[config.mk]
export PLATFORM = sky130hd
export DESIGN_NAME = hazard_scoreboard_flat
export DESIGN_NICKNAME = d
export VERILOG_FILES = /design/src/rtl/hazard_scoreboard_if.sv /design/src/rtl/hazard_scoreboard.sv /design/src/flat_wrapper.sv
export SDC_FILE = /design/constraint.sdc
export NUM_CORES = 1
export LEC_CHECK = 0
export CAP_MARGIN = 30
export CORE_UTILIZATION = 53
export CTS_CLUSTER_DIAMETER = 80
export DETAILED_ROUTE_END_ITERATION = 6
export GPL_TIMING_DRIVEN = 1
export PLACE_DENSITY = 0.95
export SLEW_MARGIN = 40
export SYNTH_ARGS = -nofsm -noshare
export SYNTH_HDL_FRONTEND = slang
export SYNTH_SLANG_ARGS = --single-unit
export TNS_END_PERCENT = 10
[constraint.sdc]
create_clock -name clk -period 3.8 [get_ports clk]
set_input_delay 0.57 -clock clk [delete_from_list [all_inputs] [get_ports clk]]
set_output_delay 0.57 -clock clk [all_outputs]
set_load 0.03 [all_outputs]
[src/rtl/hazard_scoreboard_if.sv]
// Pipeline-facing port bundle for the hazard/forwarding scoreboard.
// The master side is the decode stage; the slave side is the scoreboard.
interface hazard_scoreboard_if #(
    parameter int unsigned ADDR_W = 5,
    parameter int unsigned DEPTH  = 3,
    parameter int unsigned LAT_W  = 2,
    parameter int unsigned SEL_W  = 2
);
    logic              advance;
    logic              flush;
    logic              id_valid;
    logic              id_we;
    logic [ADDR_W-1:0] id_waddr;
    logic [LAT_W-1:0]  id_lat;
    logic [ADDR_W-1:0] id_rs_addr;
    logic [ADDR_W-1:0] id_rt_addr;
    logic              id_rs_used;
    logic              id_rt_used;
    logic              id_ll;
    logic              id_sc;
    logic              ll_invalidate;
    logic              stall;
    logic [SEL_W-1:0]  rs_fwd_sel;
    logic [SEL_W-1:0]  rt_fwd_sel;
    logic              atomic;
    logic              sc_fail;
    logic [DEPTH-1:0]  tag_valid;

    modport master (
        output advance, flush, id_valid, id_we, id_waddr, id_lat,
               id_rs_addr, id_rt_addr, id_rs_used, id_rt_used,
               id_ll, id_sc, ll_invalidate,
        input  stall, rs_fwd_sel, rt_fwd_sel, atomic, sc_fail, tag_valid
    );

    modport slave (
        input  advance, flush, id_valid, id_we, id_waddr, id_lat,
               id_rs_addr, id_rt_addr, id_rs_used, id_rt_used,
               id_ll, id_sc, ll_invalidate,
        output stall, rs_fwd_sel, rt_fwd_sel, atomic, sc_fail, tag_valid
    );
endinterface

[src/rtl/hazard_scoreboard.sv]
// Destination-tag shift register (EX..WB) producing forward selects and decode stall,
// plus the LL/SC link bit.
module hazard_scoreboard #(
    parameter int unsigned ADDR_W = 5,
    parameter int unsigned DEPTH  = 3,
    parameter int unsigned LAT_W  = 2,
    parameter int unsigned SEL_W  = 2
) (
    input logic                clk,
    input logic                rst,
    hazard_scoreboard_if.slave bus
);
    typedef struct packed {
        logic              valid;
        logic              we;
        logic [ADDR_W-1:0] addr;
        logic [LAT_W-1:0]  lat;
    } tag_t;

    tag_t              tags_q [DEPTH];
    tag_t              tags_d [DEPTH];
    logic              link_q, link_d;
    logic [ADDR_W-1:0] src  [2];
    logic              used [2];
    logic              haz  [2];
    logic [SEL_W-1:0]  sel  [2];
    logic              stall;
    logic              issue;
    logic [LAT_W-1:0]  cap_lat;
    logic [DEPTH-1:0]  tag_valid;

    // Scan oldest to youngest so the youngest matching producer overrides.
    always_comb begin
        src[0]  = bus.id_rs_addr;
        src[1]  = bus.id_rt_addr;
        used[0] = bus.id_rs_used;
        used[1] = bus.id_rt_used;
        for (int s = 0; s < 2; s++) begin
            haz[s] = 1'b0;
            sel[s] = '0;
            for (int i = DEPTH - 1; i >= 0; i--) begin
                if (tags_q[i].valid && tags_q[i].we && (tags_q[i].addr == src[s]) &&
                    (src[s] != '0)) begin
                    sel[s] = SEL_W'(i + 1);
                    haz[s] = used[s] && (LAT_W'(i) < tags_q[i].lat);
                end
            end
        end
    end

    always_comb begin
        stall   = bus.id_valid & (haz[0] | haz[1]);
        issue   = bus.id_valid & ~stall & ~bus.flush;
        cap_lat = (32'(bus.id_lat) >= DEPTH) ? LAT_W'(DEPTH - 1) : bus.id_lat;
    end

    always_comb begin
        for (int i = 0; i < DEPTH; i++) begin
            tags_d[i] = tags_q[i];
        end
        if (bus.advance) begin
            for (int i = 1; i < DEPTH; i++) begin
                tags_d[i] = tags_q[i-1];
            end
            tags_d[0] = '0;
            if (issue) begin
                tags_d[0].valid = 1'b1;
                tags_d[0].we    = bus.id_we;
                tags_d[0].addr  = bus.id_waddr;
                tags_d[0].lat   = cap_lat;
            end
        end
    end

    // A new link beats a same-cycle invalidate; invalidate acts even while frozen.
    always_comb begin
        link_d = link_q;
        if (bus.advance) begin
            if (issue && bus.id_ll) begin
                link_d = 1'b1;
            end else if (bus.ll_invalidate || (issue && bus.id_sc)) begin
                link_d = 1'b0;
            end
        end else if (bus.ll_invalidate) begin
            link_d = 1'b0;
        end
    end

    always_ff @(posedge clk) begin
        if (rst) begin
            for (int i = 0; i < DEPTH; i++) begin
                tags_q[i] <= '0;
            end
            link_q <= 1'b0;
        end else begin
            for (int i = 0; i < DEPTH; i++) begin
                tags_q[i] <= tags_d[i];
            end
            link_q <= link_d;
        end
    end

    always_comb begin
        for (int i = 0; i < DEPTH; i++) begin
            tag_valid[i] = tags_q[i].valid;
        end
    end

    assign bus.stall      = stall;
    assign bus.rs_fwd_sel = sel[0];
    assign bus.rt_fwd_sel = sel[1];
    assign bus.atomic     = link_q;
    assign bus.sc_fail    = bus.id_valid & bus.id_sc & (~link_q | bus.ll_invalidate);
    assign bus.tag_valid  = tag_valid;
endmodule

[src/flat_wrapper.sv]
// flat-port wrapper written by rule: the top's interface ports become plain ports
module hazard_scoreboard_flat 
#(
    parameter int unsigned ADDR_W = 5,
    parameter int unsigned DEPTH  = 3,
    parameter int unsigned LAT_W  = 2,
    parameter int unsigned SEL_W  = 2
)
  (clk, rst, bus_advance, bus_flush, bus_id_valid, bus_id_we, bus_id_waddr, bus_id_lat, bus_id_rs_addr, bus_id_rt_addr, bus_id_rs_used, bus_id_rt_used, bus_id_ll, bus_id_sc, bus_ll_invalidate, bus_stall, bus_rs_fwd_sel, bus_rt_fwd_sel, bus_atomic, bus_sc_fail, bus_tag_valid);
  hazard_scoreboard_if #(.ADDR_W(ADDR_W), .DEPTH(DEPTH), .LAT_W(LAT_W), .SEL_W(SEL_W)) bus_i ();
  input logic clk;
  input logic rst;
  input wire logic [$bits(bus_i.advance)-1:0] bus_advance;
  input wire logic [$bits(bus_i.flush)-1:0] bus_flush;
  input wire logic [$bits(bus_i.id_valid)-1:0] bus_id_valid;
  input wire logic [$bits(bus_i.id_we)-1:0] bus_id_we;
  input wire logic [$bits(bus_i.id_waddr)-1:0] bus_id_waddr;
  input wire logic [$bits(bus_i.id_lat)-1:0] bus_id_lat;
  input wire logic [$bits(bus_i.id_rs_addr)-1:0] bus_id_rs_addr;
  input wire logic [$bits(bus_i.id_rt_addr)-1:0] bus_id_rt_addr;
  input wire logic [$bits(bus_i.id_rs_used)-1:0] bus_id_rs_used;
  input wire logic [$bits(bus_i.id_rt_used)-1:0] bus_id_rt_used;
  input wire logic [$bits(bus_i.id_ll)-1:0] bus_id_ll;
  input wire logic [$bits(bus_i.id_sc)-1:0] bus_id_sc;
  input wire logic [$bits(bus_i.ll_invalidate)-1:0] bus_ll_invalidate;
  output wire logic [$bits(bus_i.stall)-1:0] bus_stall;
  output wire logic [$bits(bus_i.rs_fwd_sel)-1:0] bus_rs_fwd_sel;
  output wire logic [$bits(bus_i.rt_fwd_sel)-1:0] bus_rt_fwd_sel;
  output wire logic [$bits(bus_i.atomic)-1:0] bus_atomic;
  output wire logic [$bits(bus_i.sc_fail)-1:0] bus_sc_fail;
  output wire logic [$bits(bus_i.tag_valid)-1:0] bus_tag_valid;
  assign bus_i.advance = bus_advance;
  assign bus_i.flush = bus_flush;
  assign bus_i.id_valid = bus_id_valid;
  assign bus_i.id_we = bus_id_we;
  assign bus_i.id_waddr = bus_id_waddr;
  assign bus_i.id_lat = bus_id_lat;
  assign bus_i.id_rs_addr = bus_id_rs_addr;
  assign bus_i.id_rt_addr = bus_id_rt_addr;
  assign bus_i.id_rs_used = bus_id_rs_used;
  assign bus_i.id_rt_used = bus_id_rt_used;
  assign bus_i.id_ll = bus_id_ll;
  assign bus_i.id_sc = bus_id_sc;
  assign bus_i.ll_invalidate = bus_ll_invalidate;
  assign bus_stall = bus_i.stall;
  assign bus_rs_fwd_sel = bus_i.rs_fwd_sel;
  assign bus_rt_fwd_sel = bus_i.rt_fwd_sel;
  assign bus_atomic = bus_i.atomic;
  assign bus_sc_fail = bus_i.sc_fail;
  assign bus_tag_valid = bus_i.tag_valid;
  hazard_scoreboard #(.ADDR_W(ADDR_W), .DEPTH(DEPTH), .LAT_W(LAT_W), .SEL_W(SEL_W)) u_core (.clk(clk), .rst(rst), .bus(bus_i));
endmodule
==> flow_summary.json <==
{
  "status": "finished clean",
  "drt-total-wl_um": 4110,
  "ys_ff_latch": 28,
  "startpoint_type": "primary input",
  "fin_nets": 236,
  "hold_path_class": "flop to flop",
  "intPower_uw": 411.0,
  "synth_flop_cell": "dfxtp_1",
  "cp.arrival_ps": 2880,
  "p_seq_frac": 0.553,
  "grt_use_total": 0.2677,
  "drt-pass1-iter-count": 4,
  "cts_made_buffers": 3,
  "worst-setup-path-type": "primary input to output pin",
  "fin_crit_sh": 0.9084,
  "start_util": 0.5691,
  "cts_tree": "built",
  "finClkSkew_ps": 6.081,
  "gp_congestion": 0.8921,
  "grt_pass1_vias": 1443,
  "final_hold_viol_count": 0,
  "row_count": 19,
  "max_freq_ghz": 0.2897,
  "fin_ws_ps": 348.0,
  "dp_slack_ps": 51.61,
  "fp.dieArea_mm2": 0.003209,
  "overflow": 0,
  "yosysUniqueCellTypes": 40,
  "grt_pass1_wl_um": 6651,
  "insertion_delay_ps": 330,
  "slew_viol_final": 0,
  "die_w_um": 56.65,
  "syn_to_final_growth_pct": 29.41,
  "worst-path-max-fanout": 4,
  "drt_iter0_markers": 69,
  "clock_sinks": 28,
  "min_period_ps": 3452,
  "path_clk_slew_ps": 150,
  "final_layout_size_suffix_gt1_frac": 0.09662,
  "p_clk_frac": 0.266,
  "synth-async-reset-ratio": 0,
  "synth_edf_count": 0,
  "max_slew_margin": 0.5619,
  "switching_share": 0.2522,
  "grt_antenna_before_repair": 0,
  "ys_warn_count": 0,
  "num_vias": 1463,
  "coreArea_mm2": 0.002781,
  "ios": 38,
  "cap_violations": 0,
  "htree_levels": 1,
  "fp.dieH_um": 56.65,
  "syn_nets": 197,
  "yosysSeqAreaShare": 0.3542,
  "cp_data_required_time_ps": 3230,
  "post_drt_via_cell_ratio": 6.147,
  "fillCellCount": 219,
  "grt_max_degree": 23,
  "setup_viol": 0,
  "ant_nets": 0,
  "power_leakage_nw": 0.8027,
  "power_switching_uw": 138.6,
  "cp-end-kind": "output pin",
  "dp_hpwl_um": 3167,
  "cts_hold_buf": 0,
  "drc": 0,
  "portBuffers": 37,
  "rsz0062_at_grt": "false",
  "cts-root-buf": "clkbuf_4",
  "irDropWorstVdd_uv": 248.5,
  "worstMarginPinSlew_ps": 653.6,
  "tns_ps": 0,
  "synth.avg_cell_area_um2": 9.365,
  "cts_buffer_depth": 2,
  "antennaDiodeCount": 0,
  "p_comb_frac": 0.181,
  "avgRoutedWirePerCell_um": 17.27,
  "synthCells": 169,
  "synth_area_mm2": 0.001583,
  "hold_ws_ps": 517.8,
  "power.density_mw_per_mm2": 268.3
}
[cells in the final DEF, fill, tap and decap left out, types with 2 or more instances in the layout]
cell type         n
o21ai_0           2
a32o_1            8
nor2b_1           2
o211a_1           2
or3_1             2
nor2_1           24
o211ai_2          2
or2_2             2
nor4_1            2
or4_4             2
a31oi_2           2
o21a_1            2
dfxtp_1          28
xnor2_1          20
mux2i_1          18
clkdlybuf4s50_1  36
clkbuf_4          3
nor3_1            3
inv_1             2
xor2_1           10
buf_4             6
nand3_1           2
and3_1            2
nand4_1           6
[power by group through the flow]
stage                     clock network [mW]  registers [mW]  logic (mW)
after floorplan                            0           0.309      0.0491
final                                  0.146           0.304      0.0997
after global placement                     0           0.310      0.0939
after detailed placement                   0           0.310      0.0972
after CTS                              0.148           0.304      0.0977
after global routing                   0.155           0.304       0.106
[layer usage]
| layer | up-vias | GRT usage | wire length (µm) |
|---|---|---|---|
| li1 | 688 | - | - |
| met1 | 706 | 0.3199 | 1616 |
| met2 | 58 | 0.4924 | 2200 |
| met3 | 11 | 0.02765 | 225 |
| met4 | 0 | 0.09059 | 68 |
| met5 | - | 0 | 0 |
[final cells by class]
cell class                 instances  area [µm²]  share of cell area
tap                               31       38.79             0.01894
multi-input combinational        129       983.4              0.4801
sequential                        28       560.5              0.2737
timing repair buffer              43       417.9              0.2040
inverter                           3       11.26            0.005498
clock buffer                       4       36.28             0.01772
[worst max-delay path: stages]
cell and delay [ps]:
clkdlybuf4s50_1 510, or4_4 600, nor2_1 140, or3_1 170, a21boi_0 190, clkdlybuf4s50_1 690
[stage by stage]
| step | instances | total power, mW | instance area [µm²] | util |
|---|---|---|---|---|
| floorplan | 169 | 0.3576 | 1583 | - |
| global placement | 234 | 0.4036 | 1991 | 0.7157 |
| detailed placement | 234 | 0.4072 | 1991 | 0.7157 |
| CTS | 238 | 0.5491 | 2027 | 0.7287 |
| global route | 238 | 0.5652 | 2048 | 0.7364 |
| finish | 238 | 0.5496 | 2048 | 0.7364 |
[repair_timing]
action	4_1_cts	5_1_grt
hold endpoints to repair	0	0
resized for setup	0	4
setup endpoints to repair	0	1
buffers inserted	0	0
[synthesized netlist by cell type (2+ instances only)]
library cell	number	area share
dfxtp_1	28	0.35
nor2_1	24	0.057
xnor2_1	20	0.11
mux2i_1	18	0.11
xor2_1	10	0.055
a32o_1	8	0.051
nand4_1	6	0.024
a31oi_1	3	0.012
buf_4	3	0.014
clkbuf_1	3	0.0071
nor3_1	3	0.0095
nor4_1	3	0.012
and3_1	2	0.0079
buf_1	2	0.0047
inv_1	2	0.0047
nand3_1	2	0.0063
nor2b_1	2	0.0079
o211a_1	2	0.013
o211ai_2	2	0.016
o21a_1	2	0.0095
o21ai_0	2	0.0063
or2_2	2	0.0079
or3_1	2	0.0079
or4_4	2	0.014
[state kept, by name (all words and copies together), names as in the netlist]
signal / cells
u_core.tags_q: 27
u_core.bus.atomic: 1
[worst paths after layout]
path	start	end	slack [ps]	cells past startpoint
setup / recovery	bus_id_rt_addr[1]	bus_rt_fwd_sel[1]	350	6
hold / removal	u_core.tags_q[0][19]	u_core.tags_q[0][19]	520	2
setup reg to reg	u_core.tags_q[0][2]	u_core.tags_q[0][3]	1510	7
hold reg to reg	u_core.tags_q[0][19]	u_core.tags_q[0][19]	520	2
[cells by family (layout without fill, tap and decap cells)]
group / count (synthesis) / after routing / share of synthesized area
flip-flops: 28 / 28 / 0.3542
multiplexers: 18 / 18 / 0.1138
XOR/XNOR: 30 / 30 / 0.1660
buffers and inverters: 12 / 50 / 0.03636
AND/OR/NAND/NOR: 57 / 57 / 0.1953
AO/OA/AOI/OAI: 24 / 24 / 0.1344
(Power assumes the default switching activity.)
